$ cat config.mk
export PLATFORM = sky130hd
export DESIGN_NAME = wave_osc_flat
export DESIGN_NICKNAME = d
export VERILOG_FILES = /design/src/rtl/wave_osc_if.sv /design/src/rtl/wave_osc.sv /design/src/flat_wrapper.sv
export SDC_FILE = /design/constraint.sdc
export NUM_CORES = 1
export LEC_CHECK = 0
export ABC_AREA = 0
export CORE_UTILIZATION = 55
export CTS_BUF_LIST = sky130_fd_sc_hd__clkbuf_4
export CTS_CLUSTER_DIAMETER = 50
export DETAILED_ROUTE_END_ITERATION = 7
export PLACE_DENSITY = 0.87
export SYNTH_ARGS = -nofsm -noshare
export SYNTH_HDL_FRONTEND = slang
export SYNTH_SLANG_ARGS = --single-unit
$ cat constraint.sdc
create_clock -name clk_i -period 6.9 [get_ports clk_i]
set_input_delay 1.38 -clock clk_i [delete_from_list [all_inputs] [get_ports clk_i]]
set_output_delay 1.38 -clock clk_i [all_outputs]
set_load 0.01 [all_outputs]
$ cat src/rtl/wave_osc_if.sv
// rtl/wave_osc_if.sv - control and sample-stream bundle for the wave oscillator
interface wave_osc_if #(
    parameter int width_p       = 12,
    parameter int phase_width_p = 24
);
    logic                            enable_i;
    logic                            sync_i;
    logic [1:0]                      mode_i;
    logic [phase_width_p-1:0]        phase_inc_i;
    logic [phase_width_p-1:0]        duty_i;
    logic                            ready_i;
    logic                            valid_o;
    logic signed [width_p-1:0]       data_o;
    logic                            wrap_o;

    modport master (
        output enable_i, sync_i, mode_i, phase_inc_i, duty_i, ready_i,
        input  valid_o, data_o, wrap_o
    );

    modport slave (
        input  enable_i, sync_i, mode_i, phase_inc_i, duty_i, ready_i,
        output valid_o, data_o, wrap_o
    );
endinterface

$ cat src/rtl/wave_osc.sv
// rtl/wave_osc.sv - phase-accumulator oscillator with saw/triangle/square/silence output
module wave_osc #(
    parameter int width_p       = 12,
    parameter int phase_width_p = 24
) (
    input  logic       clk_i,
    input  logic       reset_ni,
    wave_osc_if.slave  bus
);
    typedef enum logic [1:0] {
        MODE_SAW = 2'd0,
        MODE_TRI = 2'd1,
        MODE_SQR = 2'd2,
        MODE_SIL = 2'd3
    } mode_e;

    logic [phase_width_p-1:0]   r_phase;
    logic [phase_width_p-1:0]   w_phase_nxt;
    logic signed [width_p-1:0]  r_data;
    logic signed [width_p-1:0]  w_data_nxt;
    logic                       r_valid;
    logic                       w_valid_nxt;
    logic                       r_wrap;
    logic                       w_wrap_nxt;
    mode_e                      r_mode_act;
    mode_e                      w_mode_act_nxt;
    mode_e                      r_mode_pend;

    logic [phase_width_p:0]     w_sum;
    logic                       w_carry;
    logic                       w_load;
    logic                       w_fire;
    mode_e                      w_wave_mode;
    logic [phase_width_p-1:0]   w_wave_phase;
    logic [width_p-1:0]         w_u;
    logic [width_p-1:0]         w_t;
    logic signed [width_p-1:0]  w_wave;

    assign w_sum   = {1'b0, r_phase} + {1'b0, bus.phase_inc_i};
    assign w_carry = w_sum[phase_width_p];
    assign w_load  = !r_valid || bus.ready_i;
    assign w_fire  = w_load && bus.enable_i;

    // A sync on a firing cycle restarts the waveform at phase 0 in the pending mode.
    assign w_wave_mode  = bus.sync_i ? r_mode_pend : r_mode_act;
    assign w_wave_phase = bus.sync_i ? '0 : r_phase;
    assign w_u = w_wave_phase[phase_width_p-1 -: width_p];
    assign w_t = w_u[width_p-1] ? {~w_u[width_p-2:0], 1'b0} : {w_u[width_p-2:0], 1'b0};

    always_comb begin
        w_wave = '0;
        case (w_wave_mode)
            MODE_SAW: w_wave = {~w_u[width_p-1], w_u[width_p-2:0]};
            MODE_TRI: w_wave = {~w_t[width_p-1], w_t[width_p-2:0]};
            MODE_SQR: w_wave = (w_wave_phase < bus.duty_i) ?
                               {1'b0, {(width_p-1){1'b1}}} :
                               {1'b1, {(width_p-2){1'b0}}, 1'b1};
            default:  w_wave = '0;
        endcase
    end

    always_comb begin
        w_phase_nxt    = r_phase;
        w_data_nxt     = r_data;
        w_valid_nxt    = r_valid;
        w_wrap_nxt     = 1'b0;
        w_mode_act_nxt = r_mode_act;
        if (w_fire) begin
            w_data_nxt  = w_wave;
            w_valid_nxt = 1'b1;
            if (bus.sync_i) begin
                w_phase_nxt    = bus.phase_inc_i;
                w_mode_act_nxt = r_mode_pend;
            end else begin
                w_phase_nxt = w_sum[phase_width_p-1:0];
                if (w_carry) begin
                    w_wrap_nxt     = 1'b1;
                    w_mode_act_nxt = r_mode_pend;
                end
            end
        end else begin
            if (w_load) begin
                w_valid_nxt = 1'b0;
            end
            if (bus.sync_i) begin
                w_phase_nxt    = '0;
                w_mode_act_nxt = r_mode_pend;
            end
        end
    end

    always_ff @(posedge clk_i or negedge reset_ni) begin
        if (!reset_ni) begin
            r_phase     <= '0;
            r_data      <= '0;
            r_valid     <= 1'b0;
            r_wrap      <= 1'b0;
            r_mode_act  <= MODE_SIL;
            r_mode_pend <= MODE_SIL;
        end else begin
            r_phase     <= w_phase_nxt;
            r_data      <= w_data_nxt;
            r_valid     <= w_valid_nxt;
            r_wrap      <= w_wrap_nxt;
            r_mode_act  <= w_mode_act_nxt;
            r_mode_pend <= mode_e'(bus.mode_i);
        end
    end

    assign bus.valid_o = r_valid;
    assign bus.data_o  = r_data;
    assign bus.wrap_o  = r_wrap;
endmodule

$ cat src/flat_wrapper.sv
// flat-port wrapper written by rule: the top's interface ports become plain ports
module wave_osc_flat 
#(
    parameter int width_p       = 12,
    parameter int phase_width_p = 24
)
  (clk_i, reset_ni, bus_enable_i, bus_sync_i, bus_mode_i, bus_phase_inc_i, bus_duty_i, bus_ready_i, bus_valid_o, bus_data_o, bus_wrap_o);
  wave_osc_if #(.width_p(width_p), .phase_width_p(phase_width_p)) bus_i ();
  input  logic clk_i;
  input  logic reset_ni;
  input wire logic [$bits(bus_i.enable_i)-1:0] bus_enable_i;
  input wire logic [$bits(bus_i.sync_i)-1:0] bus_sync_i;
  input wire logic [$bits(bus_i.mode_i)-1:0] bus_mode_i;
  input wire logic [$bits(bus_i.phase_inc_i)-1:0] bus_phase_inc_i;
  input wire logic [$bits(bus_i.duty_i)-1:0] bus_duty_i;
  input wire logic [$bits(bus_i.ready_i)-1:0] bus_ready_i;
  output wire logic [$bits(bus_i.valid_o)-1:0] bus_valid_o;
  output wire logic [$bits(bus_i.data_o)-1:0] bus_data_o;
  output wire logic [$bits(bus_i.wrap_o)-1:0] bus_wrap_o;
  assign bus_i.enable_i = bus_enable_i;
  assign bus_i.sync_i = bus_sync_i;
  assign bus_i.mode_i = bus_mode_i;
  assign bus_i.phase_inc_i = bus_phase_inc_i;
  assign bus_i.duty_i = bus_duty_i;
  assign bus_i.ready_i = bus_ready_i;
  assign bus_valid_o = bus_i.valid_o;
  assign bus_data_o = bus_i.data_o;
  assign bus_wrap_o = bus_i.wrap_o;
  wave_osc #(.width_p(width_p), .phase_width_p(phase_width_p)) u_core (.clk_i(clk_i), .reset_ni(reset_ni), .bus(bus_i));
endmodule
Word level (Yosys, flattened, before mapping):

Index checks and enable logic that the tools add are counted.

* register bits: 42
* input bits: 55
* output and inout bits: 14
* word-level logic and storage cells: 34

* add/subtract/negate cells: 1
* $lt $le $gt $ge: 1
* equal/unequal tests: 3
* mux-type cells: 15
* bitwise gates (word level): 3
* reduce and logical (&&, ||, !) cells: 5

Operators with widths (number)
* 24-bit two-way mux: 3
* 12-bit case mux with 3 select lines: 1
* 24-bit by 24-bit adder with 25-bit output: 1
* 24-bit < comparator: 1
* 12-bit two-way mux: 2
* 11-bit NOT: 1
* 2-bit two-way mux: 4
* 1-bit two-way mux: 5
* 3-bit by 2-bit inequality test with 1-bit output, second input constant: 1
* 2-bit by 1-bit equality test with 1-bit output, second input constant: 1
* 2-bit equality test, second input constant: 1
* 2-bit zero test: 1
* 1-bit NOT: 2
* 2-bit nonzero test: 1
* 1-bit logical AND: 1
* 1-bit zero test: 1
* 1-bit logical OR: 1

Depth between registers and ports, before layout:

Gate-level depths: netlist of the first run.

* depth in word-level cells: 5
* mapped depth: 12
* mapped depth without buffers: 8

Least setup slack after synthesis of the first run:

Ideal clock, no wire load.

* path kind: input-to-reg
* start: input port bus_sync_i
* end: register u_core.r_data[10], in the netlist u_core.bus.data_o[10]
* library setup time: 0.133 ns
* arrival: 3.621 ns
* required time: 6.767 ns
* slack: 3.146 ns
* stages on the path: 11
* path buffers: 4
* cells stage by stage: clkbuf_1 clkbuf_1 clkbuf_1 nor2b_1 ha_1 nand4_1 or3_1 a2111oi_0 a211o_1 clkbuf_1 o21ai_0

* word-level cells in the longest chain between the ends: 4
* elaborated cells between the ends (all ways): 10
* classes of those cells: order compare (1); eq/ne (2); mux (5); bitwise (1); reduce/logical (1)

Ends and longest elaborated chain
* start: declaration: RTL line flat_wrapper.sv:12 `input wire logic [$bits(bus_i.sync_i)-1:0] bus_sync_i;`
* 24-bit two-way mux
* 24-bit < comparator / 11-bit NOT (equally long branches): RTL line wave_osc.sv:55, wave_osc.sv:48
* 12-bit two-way mux, on equally long branches: RTL line wave_osc.sv:55, wave_osc.sv:48
* 12-bit case mux with 3 select lines *: RTL line wave_osc.sv:52 `case (w_wave_mode)`
* end signal: assignment: RTL line wave_osc.sv:102 `r_data <= w_data_nxt;`
* end: declaration: RTL line wave_osc.sv:19 `logic signed [width_p-1:0] r_data;`

Every way passes the cells marked *; elsewhere a longest branch is shown, timed or not.
A chain may end at the register's enable or synchronous reset.

Worst setup path in the final report of the first run:

* start: input port bus_sync_i
* end: register u_core.r_data[3], in the netlist u_core.bus.data_o[3]

Same word-level chain as after synthesis.

==> key figures, run 1 <==
Timing
  • Slew HR: 29.58%
  • Slew of the pin with the lowest slew margin: 1.056 ns
  • Final hold viol count: 0
  • Max Fclk: 254.9 MHz
  • Setup TNS: 0 ns
  • RSZ-0062 raised after global routing: false
  • Clock Skew: 0.01316 ns
  • Fin crit period: 3.923 ns
  • Final setup viols: 0
  • Max-slew violations: 0
  • Final Cycle Share: 56.85%

Die
  • Initial core utilization: 56.96%
  • Floorplan row count: 31
  • Die area: 7862 um2
  • I/O Pins: 69
  • Core area: 7253 um2
  • Die Wd: 88.67 um
  • DIE HEIGHT: 88.67 um

Run
  • Max-cap viol count: 0

Finish
  • # nets final: 668
  • Non-Filler Instances: 665
  • Diode count: 0
  • Area grow syn2layout: 19.02%
  • Area of the multi-input gates: 2850 um2
  • Fillers: 597
  • Sequential Area: 1056 um2
  • Layout cell share with drive strength beyond 1: 4.240%
  • Highest-count cells in the layout ignoring fill and taps: 66 x clkdlybuf4s50_1, 47 x ha_1, 42 x a21oi_1
  • Most common cell after layout, fill and taps aside: clkdlybuf4s50_1

Logic synthesis
  • Avg Cell Area, Syn: 8.038 um2
  • Cell Area, Synth: 4131 um2
  • Cells after synthesis: 514
  • Ys flop type: dfrtp_1
  • Post-synth ARST share: 100.0%
  • Dominant cells by area after synthesis: dfrtp_1 23%, ha_1 14%, a21oi_1 5.1%
  • Synth area leader: dfrtp_1
  • Post-synthesis sequential area ratio: 25.56%
  • Syn Nets: 617
  • Count of warnings emitted by yosys: 0
  • Top cell type's share of synthesized area: 23.02%
  • EDFF count, synth: 0
  • FF+latch count, synth: 42
  • Synth cell types: 52

Global route
  • Grt total ovfl: 0
  • Initial antenna violation count: 0
  • Largest net degree at the start of global routing: 67
  • First-pass GRT wire length: 17.75 mm
  • Total global-route track usage: 29.35%
  • Vias in the first global route: 3597

Clock network
  • Post-CTS Setup Repair Bufs: 0
  • Cts repair resizes: 0
  • Inserted Clock Buffers: 5
  • CTS Buffer Depth: 2
  • CTS sink count: 42
  • Post-CTS Hold Buffers: 0
  • Reg clk slew, reported paths: 0.14 ns
  • CTS Root Cell: clkbuf_4
  • CTS tree: done
  • Clock Latency Late Sink: 0.38 ns
  • Max H-tree Level: 2

Detailed routing
  • # DRC: 0
  • DRT iter0 DRCs: 275
  • DR WL met2: 4.812 mm
  • Via density: 6.218
  • Total routed wirelength: 11.15 mm
  • Routed vias: 4135
  • Routed len/inst: 16.77 um
  • DR WL met3: 820 um
  • Antenna viol nets, final: 0
  • DRT met1 WL: 5.309 mm
  • Iteration count of the initial detailed-routing pass: 5
  • Highest metal used: met4

Setup path
  • Critical Path RT: 7.13 ns
  • CP Launch Type: primary input
  • Crit Path Category: in2reg
  • R2r worst-path depth: 7
  • CP endpoint kind: flop
  • WP data arrival: 4.16 ns
  • Worst Path Max Fanout: 66

Placement
  • Post-DP HPWL: 8.459 mm
  • Placer's final routability congestion estimate: 0.9294
  • I/O Buffers: 68
  • Cells after DPL: 657

Power and ir drop
  • Peak VDD IR: 0.1126 mV
  • Pwr per Cell Area: 214.8 nW/um2
  • Leak: 2.283 nW

Hold path
  • Hold Path Cell Cnt: 2
  • HP Class: reg2reg

Run status
  • Result of the run: finished, final reports clean
-- flip-flops by register name, indices dropped and copies added (netlist names) --
signal	flops
u_core.bus.valid_o	1
u_core.bus.wrap_o	1
u_core.r_mode_pend	2
u_core.r_phase	24
u_core.r_mode_act	2
u_core.bus.data_o	12
-- routing by layer --
metal	vias up	global-route usage (%)
li1	1974	-
met1	1968	43.57
met2	175	43.78
met3	18	4.851
met4	0	7.918
met5	-	0
-- final timing paths --
path                                       from              endpoint  slack [ns]
setup reg to reg             u_core.r_phase[23]  u_core.bus.data_o[3]        4.03
setup / recovery                     bus_sync_i  u_core.bus.data_o[3]        2.98
hold reg to reg            u_core.bus.data_o[0]  u_core.bus.data_o[0]        0.50
hold / removal             u_core.bus.data_o[0]  u_core.bus.data_o[0]        0.50
min in group asynchronous              reset_ni  u_core.bus.data_o[9]        1.15
max in group asynchronous              reset_ni    u_core.r_phase[16]        5.14
-- critical path: stages --
cell and delay, ns:
buf_2 0.78, nor2b_1 0.18, ha_1 0.37, nand4_1 0.13, or3_1 0.40, a2111oi_0 0.42, a211o_1 0.35, o21ai_0 0.12
-- cells by family after synthesis --
family	synth area share, %
AND/OR/NAND/NOR	20.41
AO/OA/AOI/OAI	26.08
buffers and inverters	5.451
adder cells (fa/ha/maj)	14.72
flip-flops	25.56
XOR/XNOR	5.300
multiplexers	2.483
-- synthesized netlist by cell type, drive strengths merged (6+ instances only) --
master	n
ha	47
a21oi	42
o21ai	42
dfrtp	38
nand2	35
nor2	34
inv	32
nor2b	24
xnor2	23
and3	17
clkbuf	16
nand3	16
a21o	15
nor3	12
a22oi	11
buf	10
a211oi	9
o211ai	9
mux2i	8
nand4	8
a221oi	6
-- power breakdown --
part | total, mW | switching, mW | internal, mW | leakage (nW)
clock network | 0.172 | 0.0946 | 0.0771 | 0.0456
logic | 0.527 | 0.279 | 0.248 | 1.70
registers | 0.358 | 0.0603 | 0.297 | 0.533
total | 1.06 | 0.434 | 0.623 | 2.28
-- per-stage QoR --
step / power (mW) / utilization, % / instance area [um2] / setup slack [ns] / hold WS [ns]
final: 1.056 / 67.79 / 4917 / 2.977 / 0.5044
after global routing: 1.131 / 67.79 / 4917 / 2.806 / 0.5331
after CTS: 1.047 / 67.79 / 4917 / 3.123 / 0.5042
after detailed placement: 0.8769 / 66.67 / 4836 / 2.718 / 0.4727
after global placement: 0.8643 / 66.67 / 4836 / 2.774 / 0.4577
after floorplan: 0.7037 / - / 4131 / 3.146 / 0.5070
-- cell type report --
cell class / instances / area share (%)
multi-input combinational: 414 / 57.96
sequential: 42 / 21.48
timing repair buffer: 70 / 13.94
tap: 99 / 2.519
inverter: 32 / 2.443
clock inverter: 3 / 0.8906
clock buffer: 5 / 0.7634
Note: power is estimated with default switching activity, not from simulation.
==> inputs of run 2 (changes only) <==
--- a/config.mk
+++ b/config.mk
@@ -6,11 +6,11 @@
 export NUM_CORES = 1
 export LEC_CHECK = 0
 export ABC_AREA = 0
-export CORE_UTILIZATION = 55
+export CORE_UTILIZATION = 51
 export CTS_BUF_LIST = sky130_fd_sc_hd__clkbuf_4
 export CTS_CLUSTER_DIAMETER = 50
 export DETAILED_ROUTE_END_ITERATION = 7
-export PLACE_DENSITY = 0.87
+export PLACE_DENSITY = 0.85
 export SYNTH_ARGS = -nofsm -noshare
 export SYNTH_HDL_FRONTEND = slang
 export SYNTH_SLANG_ARGS = --single-unit
==> constraint.sdc (replaced) <==
create_clock -name clk_i -period 3.6 [get_ports clk_i]
set_input_delay 0.72 -clock clk_i [delete_from_list [all_inputs] [get_ports clk_i]]
set_output_delay 0.72 -clock clk_i [all_outputs]
set_load 0.01 [all_outputs]
==> key figures, run 2 (synthesized netlist as in run 1, its figures left out) <==
Run status
  • Result of the run: finished, final reports clean

Setup path
  • Critical-path cell list: buf_2 -> nor2b_1 -> ha_1 -> nand4_1 -> or3_1 -> a2111oi_0 -> a211o_1 -> a221o_1
  • Worst Path Max Fanout: 44 (-33%)
  • Worst R2R Setup Slack: 0.72 ns (-3.31 ns)
  • Count of buffer and inverter cells on the critical path: 1 (unchanged)
  • WP data arrival: 3.44 ns (-0.72 ns)
  • Crit Path Category: in2reg
  • Worst path max stage delay: 0.58 ns (-0.20 ns)
  • Slowest-stage cell, CP: buf_2
  • Critical Path RT: 3.94 ns (-3.19 ns)
  • CP Launch Type: primary input
  • Largest delay share family, worst path: compound AO/OA/AOI/OAI gates
  • CP endpoint kind: flop

Detailed routing
  • DR WL met2: 5.037 mm (+4.7%)
  • Iteration count of the initial detailed-routing pass: 5 (unchanged)
  • Highest metal used: met4
  • Total routed wirelength: 11.16 mm (about the same)
  • Routed len/inst: 16.58 um (-1.1%)
  • # DRC: 0 (unchanged)
  • Antenna viol nets, final: 0 (unchanged)
  • DR WL met3: 619 um (-25%)
  • Via density: 6.019 (-3.2%)
  • DRT iter0 DRCs: 358 (+30%)
  • DRT met1 WL: 5.273 mm (-0.68%)
  • Routed vias: 4051 (-2.0%)

Timing
  • Max-slew violations: 0 (unchanged)
  • Setup TNS: 0 ns (unchanged)
  • Fin crit period: 3.105 ns
  • Slew HR: 36.58% (+7.0 points)
  • Max Fclk: 322.0 MHz
  • Final setup viols: 0 (unchanged)
  • Final hold viol count: 0 (unchanged)
  • Slew of the pin with the lowest slew margin: 0.9513 ns (-0.1050 ns)
  • Final hold slack: 0.4564 ns (-0.04805 ns)
  • RSZ-0062 raised after global routing: false
  • Final Cycle Share: 86.26%
  • Clock Skew: 0.01393 ns (+0.0007689 ns)

Clock network
  • Post-CTS Hold Buffers: 0 (unchanged)
  • Max H-tree Level: 2 (unchanged)
  • Inserted Clock Buffers: 5 (unchanged)
  • CTS tree: done
  • CTS Buffer Depth: 2 (unchanged)
  • Clock Latency Late Sink: 0.38 ns (about the same)
  • Reg clk slew, reported paths: 0.15 ns (about the same)
  • CTS Root Cell: clkbuf_4
  • CTS sink count: 42 (unchanged)
  • Post-CTS Setup Repair Bufs: 0 (unchanged)
  • Cts repair resizes: 0 (unchanged)

Run
  • Max-cap viol count: 0 (unchanged)

Finish
  • Area grow syn2layout: 19.53%
  • Diode count: 0 (unchanged)
  • Max FFs per register: 24 (unchanged)
  • # nets final: 673 (+0.75%)
  • Register with the most flip-flops: u_core.r_phase
  • Final Util: 63.58% (-4.2 points)
  • Highest-count cells in the layout ignoring fill and taps: 66 x clkdlybuf4s50_1, 47 x ha_1, 42 x a21oi_1
  • Most common cell after layout, fill and taps aside: clkdlybuf4s50_1
  • Layout cell share with drive strength beyond 1: 5.079% (+0.84 points)

Power and ir drop
  • Switching pwr: 0.8319 mW (+92%)
  • Leak: 2.289 nW (+0.25%)
  • Clock power frac: 13.4% (-2.8 points)
  • Seq pwr share: 34.8% (+0.9 points)
  • Peak VDD IR: 0.1734 mV (+54%)
  • Switching fraction of total power: 42.44% (+1.4 points)
  • P_int: 1.128 mW (+81%)
  • Comb pwr share: 51.7% (+1.8 points)
  • Pwr per Cell Area: 396.9 nW/um2 (+85%)
  • Total power: 1.960 mW (+86%)

Global route
  • Vias in the first global route: 3752 (+4.3%)
  • Initial antenna violation count: 0 (unchanged)
  • Grt total ovfl: 0 (unchanged)
  • First-pass GRT wire length: 18.10 mm (+2.0%)
  • Largest net degree at the start of global routing: 45 (-33%)
  • Total global-route track usage: 26.65% (-2.7 points)

Die
  • Die Wd: 92.01 um (+3.8%)
  • Floorplan row count: 32 (+3.2%)
  • Initial core utilization: 53.19% (-3.8 points)
  • I/O Pins: 69 (unchanged)
  • DIE HEIGHT: 92.01 um (+3.8%)
  • Core area: 7767 um2 (+7.1%)
  • Die area: 8465 um2 (+7.7%)

Placement
  • Placer's final routability congestion estimate: 0.9406 (+1.2%)
  • I/O Buffers: 68 (unchanged)
  • Post-DP HPWL: 8.772 mm (+3.7%)

Hold path
  • HP Class: in2async
## run 2: changes by cell type in the layout (fill, tap and decap cells not counted)
cell	before	now
buf_4	2	7
clkinvlp_4	0	2
clkinv_2	1	0
bufinv_16	1	0
## run 2: power groups by stage
| stage | Combinational (mW) | Clock, mW | Sequential (mW) |
|---|---|---|---|
| floorplan | 0.691 | 0 | 0.658 |
| global placement | 0.967 | 0 | 0.684 |
| detailed placement | 0.998 | 0 | 0.690 |
| CTS | 1.00 | 0.266 | 0.680 |
| global route | 1.12 | 0.278 | 0.696 |
| finish | 1.01 | 0.263 | 0.683 |
## run 2: final cells by class
| type | count | area [um2] |
|---|---|---|
| Inverter | 32 | 120.1 |
| Clock buffer | 5 | 37.54 |
| Fill cell | 682 | 2829 |
| Multi-Input combinational cell | 414 | 2850 |
| Clock inverter | 3 | 23.77 |
| Timing Repair Buffer | 75 | 723.2 |
| Sequential cell | 42 | 1056 |
| Tap cell | 102 | 127.6 |
## run 2: worst paths after layout
| check | depth (start not counted) | from | end |
|---|---|---|---|
| worst max-delay path | 8 | bus_sync_i | u_core.bus.data_o[11] |
| worst min-delay path | 1 | reset_ni | u_core.bus.data_o[1] |
| worst max register to register | 7 | u_core.r_phase[23] | u_core.bus.data_o[11] |
| worst min register to register | 2 | u_core.bus.data_o[0] | u_core.bus.data_o[0] |
| max in group asynchronous | 1 | reset_ni | u_core.r_phase[4] |
| min in group clk_i | 2 | u_core.bus.data_o[0] | u_core.bus.data_o[0] |
## run 2: metrics by stage
step | std cells | setup WS [ns] | instance area (um2)
finish | 673 | 0.4946 | 4938
global route | 673 | 0.2823 | 4938
CTS | 673 | 0.5172 | 4938
detailed placement | 665 | 0.1097 | 4877
global placement | 665 | 0.1117 | 4877
floorplan | 514 | 0.5061 | 4131
## run 2: worst register-to-register path: cells and delay by family (launching register included)
family	cells	cell delay, ns
fa+ha+maj	1	0.19
simple gates	3	0.89
flops	1	0.77
compound gates	3	0.98
## run 2: routing by layer
layer	vias up	track usage, %
met3	25	2.985
li1	1986	-
met2	129	41.92
met1	1911	38.76
met4	0	6.901
met5	-	0
==> inputs of run 3 (changes only) <==
--- a/config.mk
+++ b/config.mk
@@ -8,7 +8,7 @@
 export ABC_AREA = 0
 export CORE_UTILIZATION = 51
 export CTS_BUF_LIST = sky130_fd_sc_hd__clkbuf_4
-export CTS_CLUSTER_DIAMETER = 50
+export CTS_CLUSTER_DIAMETER = 30
 export DETAILED_ROUTE_END_ITERATION = 7
 export PLACE_DENSITY = 0.85
 export SYNTH_ARGS = -nofsm -noshare
==> results of run 3 <==
No change in the layout: final DEF, timing and power equal those of run 2.
